===== src/rtl/dec_scan_n.sv =====
// rtl/dec_scan_n.sv - registered N-to-2^N decoder with direct select and auto-scan modes
module dec_scan_n #(
    parameter int IN_W       = 3,
    parameter int DIV_W      = 16,
    parameter int ACTIVE_LOW = 0,
    localparam int OUT_W     = 1 << IN_W
) (
    input  logic             clk,
    input  logic             rst_n,
    input  logic             en,
    input  logic             mode,
    input  logic [IN_W-1:0]  in,
    input  logic [DIV_W-1:0] div,
    output logic [OUT_W-1:0] out,
    output logic [IN_W-1:0]  idx,
    output logic             valid,
    output logic             wrap
);

    typedef enum logic [1:0] {
        IDLE   = 2'd0,
        DIRECT = 2'd1,
        SCAN   = 2'd2
    } state_t;

    localparam logic [OUT_W-1:0] POLARITY = (ACTIVE_LOW != 0) ? {OUT_W{1'b1}} : {OUT_W{1'b0}};

    state_t           state;
    state_t           state_nxt;
    logic [DIV_W-1:0] cnt;
    logic [DIV_W-1:0] cnt_nxt;
    logic [IN_W-1:0]  idx_nxt;
    logic             valid_nxt;
    logic             wrap_nxt;
    logic [OUT_W-1:0] onehot_nxt;
    logic [OUT_W-1:0] out_nxt;

    always_ff @(posedge clk or negedge rst_n) begin
        if (!rst_n) begin
            state <= IDLE;
        end else begin
            state <= state_nxt;
        end
    end

    always_comb begin
        state_nxt = IDLE;
        cnt_nxt   = '0;
        idx_nxt   = '0;
        valid_nxt = 1'b0;
        wrap_nxt  = 1'b0;
        if (en) begin
            valid_nxt = 1'b1;
            if (!mode) begin
                state_nxt = DIRECT;
                idx_nxt   = in;
            end else begin
                state_nxt = SCAN;
                // Entering scan restarts at index 0 without flagging a wrap.
                if (state == SCAN) begin
                    // >= rather than == so lowering div below cnt advances at once.
                    if (cnt >= div) begin
                        cnt_nxt  = '0;
                        idx_nxt  = idx + 1'b1;
                        wrap_nxt = &idx;
                    end else begin
                        cnt_nxt = cnt + 1'b1;
                        idx_nxt = idx;
                    end
                end
            end
        end
        onehot_nxt = valid_nxt ? ({{(OUT_W-1){1'b0}}, 1'b1} << idx_nxt) : '0;
        out_nxt    = onehot_nxt ^ POLARITY;
    end

    always_ff @(posedge clk or negedge rst_n) begin
        if (!rst_n) begin
            cnt   <= '0;
            idx   <= '0;
            valid <= 1'b0;
            wrap  <= 1'b0;
            out   <= POLARITY;
        end else begin
            cnt   <= cnt_nxt;
            idx   <= idx_nxt;
            valid <= valid_nxt;
            wrap  <= wrap_nxt;
            out   <= out_nxt;
        end
    end

endmodule


===== config.mk =====
export PLATFORM = sky130hd
export DESIGN_NAME = dec_scan_n
export DESIGN_NICKNAME = d
export VERILOG_FILES = /design/src/rtl/dec_scan_n.sv
export SDC_FILE = /design/constraint.sdc
export NUM_CORES = 1
export LEC_CHECK = 0
export BUFFER_PORTS_ARGS = -buffer_cell sky130_fd_sc_hd__buf_2
export CORE_MARGIN = 4
export CORE_UTILIZATION = 42
export DETAILED_ROUTE_END_ITERATION = 12
export GPL_ROUTABILITY_DRIVEN = 0
export PLACE_DENSITY_LB_ADDON = 0.2
export SYNTH_ARGS = -nofsm -noshare
export SYNTH_HDL_FRONTEND = slang
export SYNTH_SLANG_ARGS = --single-unit

===== constraint.sdc =====
create_clock -name clk -period 3.5 [get_ports clk]
set_clock_uncertainty 0.1 [all_clocks]
set_input_delay 0.35 -clock clk [delete_from_list [all_inputs] [get_ports clk]]
set_output_delay 0.35 -clock clk [all_outputs]
set_load 0.02 [all_outputs]

==> metrics.log, run 1 <==
[metrics] result of the run: finished with violations
[metrics] failing checks: negative hold slack
[metrics] final core occ: 52.42%
[metrics] final net count: 256
[metrics] pin count of the biggest net entering global routing: 32
[metrics] flip-flop and latch count after synthesis: 31
[metrics] maximum ir drop on the vdd rail: 0.0002309 V
[metrics] kind of start point of the critical path: flop
[metrics] Total Power: between 700 and 800 uW
[metrics] Max Freq: roughly 370 MHz
[metrics] number of rows created at floorplan: 23
[metrics] sequential fraction of design power: 46.4%
[metrics] average vias per placed instance: 4.985
[metrics] detailed-route DRC error count: 0
[metrics] max_slew headroom: a little over half
[metrics] starting utilization of the core area: 44.09%
[metrics] transition at the pin with the smallest max-transition slack: 681.1 ps
[metrics] Clock Sinks: 31
[metrics] part of the Yosys area used for sequential elements: 43.36%
[metrics] initial antenna violation count: 0
[metrics] post-synthesis compound-gate area fraction: 11.82%
[metrics] Inserted Diodes: 0
[metrics] Tmin final: 2670 ps
[metrics] number of I/O port buffers: 35
[metrics] worst min-delay path category: in2async
[metrics] CTS H-Tree Depth: 2
[metrics] TritonRoute pass-1 iters: 4
[metrics] io pins: 36
[metrics] number of DRC markers after the initial detailed-route iteration: 90
[metrics] post-synthesis instance area: 1789 um2
[metrics] post-detail-place hpwl: 2.589 mm
[metrics] vias in the first global route: approximately 1300
[metrics] y dimension of the die: 73.27 um
[metrics] CP Data Arrival Time: between 2000 and 3000 ps
[metrics] final count of pins violating max slew: 0
[metrics] RSZ-0062 raised after global routing: no
[metrics] total via count in the routed design: 1321
[metrics] Synth Area in Adders: 13.29%
[metrics] CTS resizes: 0
[metrics] clock root buffer: clkbuf_8
[metrics] largest fanout on the critical path: 6
[metrics] remaining number of nets flagged by the antenna check after routing: 0
[metrics] worst slack on hold paths: -3.402 ps
[metrics] CTS tree: done
[metrics] Detailed Route WL: 3.396 mm
[metrics] remaining global-route overflow: 0
[metrics] total die area: 5368 um2
[metrics] post-CTS setup buffers: 0
[metrics] Worst setup EP type: flop
[metrics] number of buffers inserted during clock tree synthesis: 5
[metrics] clock share of power: 45.7%
[metrics] Max stage delay cell, worst path: dfrtp_1
[metrics] routed len/inst: 12.82 um
[metrics] cell count after synthesis: 175
[metrics] number of unique standard cell types used by synthesis: 39
[metrics] simple-gate share of the synthesized area: 18.53%
[metrics] Post-Synthesis Mean Instance Area: 10.22 um2
[metrics] aggregate negative setup slack: 0 ps
[metrics] share of total power consumed by net switching: between 20% and 30%
[metrics] multiplexer share of the synthesized area: 0%
[metrics] power density over the cells: 372.3 nW/um2
[metrics] design internal power: 619.4 uW
[metrics] critical path startpoint: cnt[6]
[metrics] worst reg2reg path startpoint: cnt[6]
[metrics] Final setup viols: 0
[metrics] clock-pin slew on the worst setup and hold paths: ~60 ps
[metrics] number of violations of the max-capacitance limit: 0
[metrics] Gate power share: 7.9%
[metrics] Syn. warnings: 0
[metrics] source-to-sink clock delay at the later pin of the worst-skew pair: ~280 ps
[metrics] largest stage delay on the critical path: 440 ps
[metrics] Syn Nets: 217
[metrics] type of the worst setup path: reg2reg
[metrics] crit path cell chain: ha_1, and3_1, a221oi_2, o32ai_4, or2_2, a311o_1, nor3_1
[metrics] post-route design area: 2127 um2
[metrics] Post-Place Cell Area: 2009 um2
[metrics] Leakage: approximately 1.1 nW
[metrics] dominant combinational cell family by area after synthesis: simple AND/OR/NAND/NOR gates
[metrics] Horiz. Die Dim: between 70 and 80 um
[metrics] first-pass GRT wire length: between 6 and 7 mm
[metrics] Final Cycle Share: 76.28%
[metrics] overall global routing resource usage: 14.80%
[metrics] Crit path required time: 3580 ps
[metrics] standard cell core area: 4058 um2
[metrics] clk buf depth: 2
[metrics] count of hold-fix buffers inserted at cts: 0
[metrics] number of hold-slack violations in the final timing report: 2
[metrics] switching pwr: between 150 and 200 uW
[metrics] Area Growth Syn to Fin: 18.88%
[metrics] parity-gate share of the synthesized area counting xor and xnor cells: 6.853%
[metrics] proportion of layout cells with a drive suffix above 1: 24.65%
==> per-stage QoR <==
| step | instances | setup WS, ps |
|---|---|---|
| floorplan | 175 | 1092 |
| CTS | 265 | 790.1 |
| finish | 265 | 830.3 |
| global placement | 257 | 810.9 |
| global route | 265 | 628.2 |
| detailed placement | 257 | 813.6 |
==> worst max-delay path, delay by kind of cell, from the launching register on <==
family,cells,cell delay [ps]
AOI/OAI and AO/OA,3,930
and+or+nand+nor,3,780
DFF,1,440
adders and majority gates,1,310
==> layout make-up <==
type	count	area, um2
timing repair buffer	35	175.2
clock inverter	2	35.03
tap	50	62.56
inverter	24	92.59
clock buffer	6	82.58
fill	382	1931
sequential	31	775.7
multi-input combinational	117	903.4
==> layer usage <==
metal,share of wire (%),vias up,global-route usage [%]
met4,1.9,0,7.377
met5,0,-,0
li1,-,678,-
met1,46,603,19.32
met2,46,33,22.94
met3,6.7,7,3.420
==> path summary, 6_finish.rpt <==
check / to / slack, ps / cells after the start
worst min-delay path: cnt[4] / -3 / 1
worst min register to register: cnt[15] / 460 / 2
min in group clk: valid / 100 / 1
max in group asynchronous: idx[1] / 2850 / 1
worst max register to register: out[2] / 830 / 7
worst max-delay path: out[2] / 830 / 7
==> cell families after synthesis <==
group                    Yosys count
XOR/XNOR                          14
adder cells (fa/ha/maj)           19
buffers and inverters             27
AND/OR/NAND/NOR                   65
AO/OA/AOI/OAI                     19
flip-flops                        31
==> power groups by stage <==
stage / Combinational, mW / Sequential, mW / Clock [mW]
finish: 0.0628 / 0.367 / 0.362
CTS: 0.0646 / 0.367 / 0.378
floorplan: 0.0292 / 0.379 / 0
detailed placement: 0.0644 / 0.374 / 0
global placement: 0.0636 / 0.374 / 0
global route: 0.0726 / 0.368 / 0.396
==> flip-flops by register name (all words and copies together), names as in the netlist <==
register,count
cnt,16
out,8
idx,3
state,2
valid,1
wrap,1
==> layout by cell type (no fill, tap or decap), types with 2 or more instances in the layout <==
cell,count
clkbuf_8,6
xor2_1,9
a21o_1,2
xnor2_1,5
nand2_1,9
and3_1,5
and2_1,2
buf_2,35
dfrtp_1,31
o21ai_0,2
nor3_1,10
o211a_1,2
a21oi_1,3
ha_1,19
nand3_1,5
nor2_1,18
nand4_1,6
or2_2,2
inv_1,23
==> synthesized netlist by cell type, drive strengths merged <==
| library cell | count | area share, % |
|---|---|---|
| nor2b | 1 | 0.35 |
| a2111oi | 1 | 1.5 |
| clkbuf | 1 | 0.21 |
| o211a | 2 | 1.1 |
| ha | 19 | 13 |
| and2 | 3 | 1.1 |
| a221oi | 2 | 2.3 |
| nand3b | 1 | 0.42 |
| xnor2 | 5 | 2.4 |
| and3b | 1 | 0.49 |
| or2 | 2 | 0.70 |
| nor2 | 18 | 3.8 |
| nand4 | 6 | 2.1 |
| and3 | 5 | 1.7 |
| inv | 24 | 5.2 |
| o221ai | 1 | 0.49 |
| a311o | 1 | 0.56 |
| a21oi | 3 | 0.84 |
| o21ai | 3 | 0.84 |
| o32ai | 1 | 1.5 |
| dlygate4sd1 | 1 | 0.49 |
| or3 | 1 | 0.35 |
| dfrtp | 31 | 43 |
| nand2b | 1 | 0.35 |
| a21o | 2 | 0.84 |
| nor3 | 11 | 3.4 |
| xor2 | 9 | 4.4 |
| buf | 1 | 0.28 |
| a211o | 1 | 0.49 |
| o21a | 1 | 0.42 |
| a311oi | 1 | 0.84 |
| nand2 | 9 | 1.9 |
| and4 | 1 | 0.49 |
| nand3 | 5 | 1.4 |
Power figures use the tool's default switching activity.
==> run 2: changes to the inputs <==
Clock period 3.5 ns to 2.7 ns, I/O delays scaled along.
==> run 2 against run 1 <==
  * The run now ends clean
  * Worst setup slack worse by 720 ps
  * Die area unchanged
  * Register-to-register slack worse by 720 ps
  * Utilization up 2.3 points
  * First-iteration DRC count down 57%
  * Maximum frequency up 3.1%
  * Flip-flop and latch count unchanged
  * Combinational power up 44%
  * Global-route usage up 0.29 points
  * Final cell count up 2.6%
  * Critical endpoint unchanged
  * Largest power group unchanged
==> metrics.log, run 2 (synthesis gave the netlist of run 1 again) <==
[metrics] result of the run: complete, no violations
[metrics] Clock Sinks: 31 (unchanged)
[metrics] final net count: 263 (+2.7%)
[metrics] sequential fraction of design power: 48.9% (+2.5 points)
[metrics] number of I/O port buffers: 35 (unchanged)
[metrics] crit path cell chain: ha_1, nand4_1, a211o_1, o32ai_4, or2_4, o211a_4, inv_1, nor3_1
[metrics] number of violations of the max-capacitance limit: 0 (unchanged)
[metrics] Worst setup EP type: flop
[metrics] power density over the cells: 438.6 nW/um2 (+18%)
[metrics] most common cell after layout, fill and taps aside: buf_2
[metrics] proportion of layout cells with a drive suffix above 1: 29.73% (+5.1 points)
[metrics] maximum ir drop on the vdd rail: 0.0003221 V (+40%)
[metrics] Total Power: 973.0 uW (+23%)
[metrics] routed len/inst: 13.36 um (+4.3%)
[metrics] kind of start point of the critical path: flop
[metrics] clock-pin slew on the worst setup and hold paths: 70 ps (about the same)
[metrics] Buffers & Inverters on Critical Path: 1 (+1)
[metrics] Filler Cells Inserted: 381 (-0.26%)
[metrics] largest registers: cnt (16), out (8), idx (3)
[metrics] CP Data Arrival Time: 2690 ps (-60 ps)
[metrics] TritonRoute pass-1 iters: 4 (unchanged)
[metrics] max_slew headroom: 52.79% (-1.8 points)
[metrics] number of rows created at floorplan: 23 (unchanged)
[metrics] number of hold-slack violations in the final timing report: 0 (-2)
[metrics] detailed-route DRC error count: 0 (unchanged)
[metrics] Max stage delay cell, worst path: dfrtp_1
[metrics] Inserted Diodes: 0 (unchanged)
[metrics] Post-Place Cell Area: 2032 um2 (+1.1%)
[metrics] Area Growth Syn to Fin: 23.99%
[metrics] type of the worst setup path: reg2reg
[metrics] CTS H-Tree Depth: 2 (unchanged)
[metrics] average vias per placed instance: 4.912 (-1.5%)
[metrics] source-to-sink clock delay at the later pin of the worst-skew pair: 280 ps (about the same)
[metrics] Max Freq: 386.0 MHz (+3.1%)
[metrics] post-route design area: 2218 um2 (+4.3%)
[metrics] post-detail-place hpwl: 2.761 mm (+6.6%)
[metrics] Leakage: 1.162 nW (+1.9%)
[metrics] gate family responsible for the most delay along the worst path: compound AO/OA/AOI/OAI gates
[metrics] share of total power consumed by net switching: 23.82% (+2.0 points)
[metrics] vias in the first global route: 1294 (-3.1%)
[metrics] number of DRC markers after the initial detailed-route iteration: 39 (-57%)
[metrics] Final setup viols: 0 (unchanged)
[metrics] worst slack on hold paths: 23.12 ps (+26.52 ps)
[metrics] Crit path required time: 2790 ps (-790 ps)
[metrics] y dimension of the die: 73.27 um (unchanged)
[metrics] largest fanout on the critical path: 6 (unchanged)
[metrics] clock share of power: 41.8% (-3.9 points)
[metrics] starting utilization of the core area: 44.09% (unchanged)
[metrics] register with the highest flop count: cnt
[metrics] final count of pins violating max slew: 0 (unchanged)
[metrics] largest stage delay on the critical path: 420 ps (-20 ps)
[metrics] initial antenna violation count: 0 (unchanged)
[metrics] io pins: 36 (unchanged)
[metrics] final core occ: 54.67% (+2.3 points)
[metrics] switching pwr: 231.8 uW (+34%)
[metrics] pin count of the biggest net entering global routing: 32 (unchanged)
[metrics] Tmin final: 2591 ps (-79.15 ps)
[metrics] CTS tree: done
[metrics] transition at the pin with the smallest max-transition slack: 708.1 ps (+27.08 ps)
[metrics] Detailed Route WL: 3.634 mm (+7.0%)
[metrics] total die area: 5368 um2 (unchanged)
[metrics] Gate power share: 9.3% (+1.4 points)
[metrics] clk buf depth: 2 (unchanged)
[metrics] overall global routing resource usage: 15.09% (+0.29 points)
[metrics] number of flip-flops in the largest register: 16 (unchanged)
[metrics] Horiz. Die Dim: 73.27 um (unchanged)
[metrics] remaining number of nets flagged by the antenna check after routing: 0 (unchanged)
[metrics] standard cell core area: 4058 um2 (unchanged)
[metrics] most used cells in the layout excluding fill and tap cells: 35 x buf_2, 29 x dfrtp_1, 23 x inv_1, 19 x ha_1, 18 x nor2_1
[metrics] total via count in the routed design: 1336 (+1.1%)
[metrics] number of buffers inserted during clock tree synthesis: 5 (unchanged)
[metrics] remaining global-route overflow: 0 (unchanged)
[metrics] Final Cycle Share: 95.95% (+20 points)
[metrics] design internal power: 741.2 uW (+20%)
[metrics] worst min-delay path category: in2reg
[metrics] first-pass GRT wire length: 6.023 mm (-0.35%)
[metrics] clock root buffer: clkbuf_8
run 2: cell count changes in the layout (fill, tap and decap cells not counted), moves of 2 or more:
cell	delta
dfrtp_2	+2
nor3_1	-4
nor3_2	+3
buf_4	+6
dfrtp_1	-2
run 2: final timing paths:
check | startpoint | cells past startpoint | to | slack (ps)
max | cnt[14] | 8 | out[2] | 110
min | en | 1 | valid | 20
max reg2reg | cnt[14] | 8 | out[2] | 110
min reg2reg | cnt[0] | 2 | cnt[0] | 460
max in group asynchronous | rst_n | 2 | cnt[11] | 1540
min in group asynchronous | rst_n | 2 | cnt[8] | 470
run 2: final cells by class:
cell class	instances	area, um2	area share, %
Clock buffer	7	96.34	4.343
Clock inverter	1	7.507	0.3384
Inverter	24	92.59	4.174
Multi-Input combinational cell	117	950.9	42.87
Sequential cell	31	778.2	35.08
Tap cell	50	62.56	2.820
Timing Repair Buffer	42	230.2	10.38
run 2: timing repair:
action,in CTS,in global routing
endpoints found under the setup margin,1,20
hold buffers,1,0
gates resized for setup,0,10
buffers inserted,1,2
endpoints found under the hold margin,31,0
pin swaps,1,5
run 2: power by group through the flow:
stage	Combinational, mW	Clock [mW]	Sequential [mW]
after CTS	0.0874	0.426	0.476
after detailed placement	0.0855	0	0.484
after floorplan	0.0378	0	0.491
after global placement	0.0840	0	0.484
after global routing	0.102	0.444	0.476
final	0.0904	0.407	0.476
run 2: routing by layer:
| metal | share of wire [%] | track usage [%] | up-vias | routed length [um] |
|---|---|---|---|---|
| met2 | 48 | 23.24 | 27 | 1745 |
| met4 | 1.4 | 6.762 | 0 | 52 |
| met3 | 4.8 | 4.241 | 4 | 174 |
| li1 | - | - | 687 | - |
| met1 | 46 | 19.67 | 618 | 1661 |
| met5 | 0 | 0 | - | 0 |
run 2: metrics by stage:
| stage | TNS [ps] | std cells | worst slack (ps) |
|---|---|---|---|
| 6_report | 0 | 272 | 109.4 |
| 5_1_grt | -77.00 | 272 | -17.53 |
| 4_1_cts | 0 | 270 | 28.27 |
| 3_5_place_dp | -7.326 | 260 | -7.326 |
| 3_3_place_gp | -9.434 | 260 | -9.434 |
| 2_1_floorplan | 0 | 175 | 292.2 |
run 2: worst register-to-register path, delay by kind of cell (launching register included):
family,cells,cell delay [ps]
buffers and inverters,1,110
flip-flops,1,420
AND/OR/NAND/NOR,3,620
adder cells (fa/ha/maj),1,310
AO/OA/AOI/OAI,3,960
